$ cat src/rtl/bcd_stopwatch.sv
// Multi-digit BCD stopwatch stepping on rising edges of tick_clk, all in the CCLK domain.
// Define LAP_STOPWATCH_EN to build the lap-capture ports and logic.
module bcd_stopwatch #(
  parameter int unsigned DIGITS   = 4,
  parameter int unsigned TICK_DIV = 1
) (
  input  logic                CCLK,
  input  logic                reset,
  input  logic                tick_clk,
  input  logic                btn_start,
  input  logic                btn_stop,
  input  logic                btn_clear,
  input  logic                up_down,
`ifdef LAP_STOPWATCH_EN
  input  logic                btn_lap,
  output logic [4*DIGITS-1:0] lap_digits,
  output logic                lap_valid,
`endif
  output logic [4*DIGITS-1:0] digits,
  output logic                running,
  output logic                wrapped
);

  typedef enum logic [1:0] {StIdle, StRun, StPause} state_e;

  state_e              state;
  logic                tick_q;
  logic                tick_rise;
  logic                step;
  logic                sub_last;
  logic [7:0]          sub;
  logic [4*DIGITS-1:0] digits_nxt;
  logic                carry;
  logic [3:0]          dig;

  assign tick_rise = tick_clk & ~tick_q;
  // A rise arriving with stop/clear, or before RUN is entered, is dropped.
  assign step      = (state == StRun) & tick_rise & ~btn_stop & ~btn_clear;
  assign sub_last  = (sub == 8'(TICK_DIV - 1));

  // Ripple carry/borrow across digits; carry out of the top digit marks a wrap.
  always_comb begin
    digits_nxt = digits;
    carry      = 1'b1;
    dig        = 4'd0;
    for (int i = 0; i < int'(DIGITS); i++) begin
      dig = digits[4*i +: 4];
      if (carry) begin
        if (up_down) begin
          carry                = (dig == 4'd9);
          digits_nxt[4*i +: 4] = carry ? 4'd0 : dig + 4'd1;
        end else begin
          carry                = (dig == 4'd0);
          digits_nxt[4*i +: 4] = carry ? 4'd9 : dig - 4'd1;
        end
      end
    end
  end

  always_ff @(posedge CCLK) begin
    tick_q <= tick_clk;
    if (reset) begin
      state   <= StIdle;
      digits  <= '0;
      sub     <= '0;
      running <= 1'b0;
      wrapped <= 1'b0;
    end else begin
      wrapped <= 1'b0;
      if (btn_clear) begin
        state   <= StIdle;
        digits  <= '0;
        sub     <= '0;
        running <= 1'b0;
      end else begin
        unique case (state)
          StIdle, StPause: begin
            if (btn_start) begin
              state   <= StRun;
              running <= 1'b1;
            end
          end
          StRun: begin
            if (btn_stop) begin
              state   <= StPause;
              running <= 1'b0;
            end
          end
          default: begin
            state   <= StIdle;
            running <= 1'b0;
          end
        endcase
        if (step) begin
          if (sub_last) begin
            sub     <= '0;
            digits  <= digits_nxt;
            wrapped <= carry;
          end else begin
            sub <= sub + 8'd1;
          end
        end
      end
    end
  end

`ifdef LAP_STOPWATCH_EN
  // Captures the value shown before any step taken in the same cycle.
  always_ff @(posedge CCLK) begin
    if (reset || btn_clear) begin
      lap_digits <= '0;
      lap_valid  <= 1'b0;
    end else if (btn_lap && state == StRun) begin
      lap_digits <= digits;
      lap_valid  <= 1'b1;
    end
  end
`endif

endmodule
$ cat config.mk
export PLATFORM = sky130hd
export DESIGN_NAME = bcd_stopwatch
export DESIGN_NICKNAME = d
export VERILOG_FILES = /design/src/rtl/bcd_stopwatch.sv
export SDC_FILE = /design/constraint.sdc
export NUM_CORES = 1
export LEC_CHECK = 0
export ABC_AREA = 0
export BUFFER_PORTS_ARGS = -buffer_cell sky130_fd_sc_hd__buf_2
export CAP_MARGIN = 20
export CORE_ASPECT_RATIO = 2
export CORE_MARGIN = 2
export CORE_UTILIZATION = 57
export DETAILED_ROUTE_END_ITERATION = 8
export GPL_ROUTABILITY_DRIVEN = 0
export PLACE_DENSITY = 0.79
export SLEW_MARGIN = 20
export SYNTH_ARGS = -nofsm -noshare
export SYNTH_HDL_FRONTEND = slang
export SYNTH_SLANG_ARGS = --single-unit
$ cat constraint.sdc
create_clock -name CCLK -period 2.44 [get_ports CCLK]
set_clock_uncertainty 0.05 [all_clocks]
set_input_delay 0 -clock CCLK [delete_from_list [all_inputs] [get_ports CCLK]]
set_output_delay 0 -clock CCLK [all_outputs]
set_load 0.05 [all_outputs]
==> flow_summary.toml <==
[timing]
fin_crit_sh = 0.8338
rsz0062_at_grt = "false"
slew_viol_final = 0
setup_violations = 0
max_freq_mhz = 491.5
tightest_slew_ps = 651.2
hold_viol = 0
slew_headroom = 0.5659
fin_tns_setup_ps = 0
hold-worst-slack_ps = 46.07
min_period_ps = 2035

[logic_synthesis]
synth_largest_area_cell = "dfxtp_1"
ys_seq_elements = 29
synthTopCellsByCount = "nor2_1, dfxtp_1, a21oi_1, o21ai_0, clkbuf_1"
synth_cell_types = 52
avgSynthCellArea_sq_um = 7.820
syn_inst = 232
netlist_area_sq_um = 1814
synth_nets = 241
synth.top_cells.by_area = "dfxtp_1, nor2_1, a21oi_1"
synth_most_common_cell = "nor2_1"
ys_async_sr_fraction = 0
synth.yosys.warnings = 0
synth_edf_count = 0
synthFlopType = "dfxtp_1"
synth_top_area_share = 0.3200
ys_seq_area_frac = 0.3200

[detailed_routing]
drc_errors = 0
wire_per_inst_um = 13.58
viasPerCell = 6.040
drt_iter0_drc = 41
wl_um = 3776
vias = 1679
ant_nets = 0
first_pass_iters = 6

[worst_setup_path]
startpoint_type = "flip-flop"
reg2reg_from = "sub[0]"
r2r_end = "digits[9]"
rr_worst_depth = 7
end_kind = "flip-flop"
arrival_ps = 2150
regToRegSetupSlack_ps = 410
cp.required_ps = 2550
cp_max_fo = 7
critical_path_class = "flip-flop to flip-flop"

[worst_hold_path]
hp-start = "btn_stop"
worstHoldPathType = "primary input to flip-flop"
hold_path_depth = 4
min_to = "running"

[cts]
cts_buffer_depth = 2
insertion_delay_ps = 270
numCtsBuffers = 5
clk_pin_slew_worst_paths_ps = 60
cts_resized = 0
htree_num_levels = 2
clock-sinks = 29
cts_tree = "done"
root_buffer = "clkbuf_8"

[power_and_ir_drop]
switchingPower_mw = 0.2102
seqPwrFrac = 0.526
netSwitchingFraction = 0.2308
peakVddDrop_v = 0.0004742
power.density_nw_per_um2 = 458.2
p_int_mw = 0.7007
clkPwrFrac = 0.405
pwr-share-comb = 0.069
p_leak_nw = 0.7593

[grt]
grt_pass1_vias = 1574
grt_pass1_wl_um = 6555
antenna_found_initial = 0
grt_usage = 0.2267
grt_max_degree = 41
gr-total-overflow = 0

[die]
core_area_sq_um = 3120
io_pins = 25
die_h_um = 83.79
die_x_um = 43.89
start_util = 0.5814
dieArea_sq_um = 3677
row_count = 29

[final_layout]
nNetsFinal = 255
fin_util = 0.6371
area_delta_synth_final_pct = 9.586
diodes = 0
drive_gt1_frac = 0.1862

[outcome]
status = "completed"

[run]
cap_violations = 0

[place]
dpl.hpwl_um = 2709
port_buffers = 24
logic make-up after synthesis:
| logic type | share of synthesized area |
|---|---|
| DFF | 0.3200 |
| adders and majority gates | 0.01379 |
| and+or+nand+nor | 0.3055 |
| muxes | 0.01103 |
| xor gates and xnor gates | 0.07242 |
| buffers and inverters | 0.07310 |
| AOI/OAI and AO/OA | 0.2041 |
registers in the layout, indices dropped and copies added (netlist names):
signal	cells
running	1
tick_q	1
sub	8
digits	16
state	2
wrapped	1
layout make-up:
cell class | instances | area (sq um)
clock buffers | 8 | 80.08
fillers | 319 | 1132
inverters | 6 | 22.52
multi-input cells | 175 | 1101
flip-flops and latches | 29 | 580.6
repair buffers | 29 | 165.2
well taps | 31 | 38.79
cell usage in the layout, fill, tap and decap left out, types with 4 or more instances in the layout:
cell      netlist  layout
nor2_1         33      33
dfxtp_1        29      29
buf_2           7      24
a21oi_1        17      17
o21ai_0        13      13
nand2_1        11      11
nor3_1          9       9
xnor2_1         8       8
and3_1          7       7
xor2_1          7       7
inv_1           6       6
nand3_1         6       6
or3_1           5       5
clkbuf_8        0       5
nand4_1         4       4
o22ai_1         4       4
worst max path at each step:
stage | end | cells after the start | startpoint
after CTS | digits[9] | 7 | sub[0]
final | digits[9] | 7 | sub[0]
after detailed placement | digits[14] | 7 | sub[0]
after global placement | digits[13] | 7 | sub[0]
after floorplan | digits[6] | 7 | digits[0]
after global routing | digits[14] | 7 | sub[0]
metrics by stage:
step	setup WS, ps	cell area (sq um)	power (mW)	std cells
2_1_floorplan	318.6	1814	0.5366	232
3_3_place_gp	481.2	1878	0.5492	267
3_5_place_dp	377.5	1878	0.5495	267
4_1_cts	384.9	1988	0.9199	278
5_1_grt	172.2	1988	0.9454	278
6_report	405.5	1988	0.9109	278
routing by layer:
metal,vias up,global-route usage,part of all wire
met5,-,0,0
met4,0,0.09917,0.018
met3,10,0.04762,0.031
met2,36,0.4078,0.56
met1,788,0.2367,0.40
li1,845,-,-
timing repair:
item                       CTS  global route
buffers inserted             0             0
hold buffers                 3             0
hold endpoints to repair     3             0
setup endpoints to repair    0             0
power groups by stage:
stage	sequential (mW)	clock [mW]	combinational (mW)
floorplan	0.492	0	0.0444
global placement	0.489	0	0.0601
detailed placement	0.489	0	0.0603
CTS	0.479	0.378	0.0635
global route	0.479	0.395	0.0714
finish	0.479	0.369	0.0633
worst max-delay path, cell delays in order (launching register included):
cell and delay, ps:
dfxtp_1 330, inv_1 60, ha_1 130, nor4b_2 180, nand4_1 290, nor3_4 420
o21ai_0 180, a32o_1 290
No activity file was read; power rests on OpenSTA's default activity.
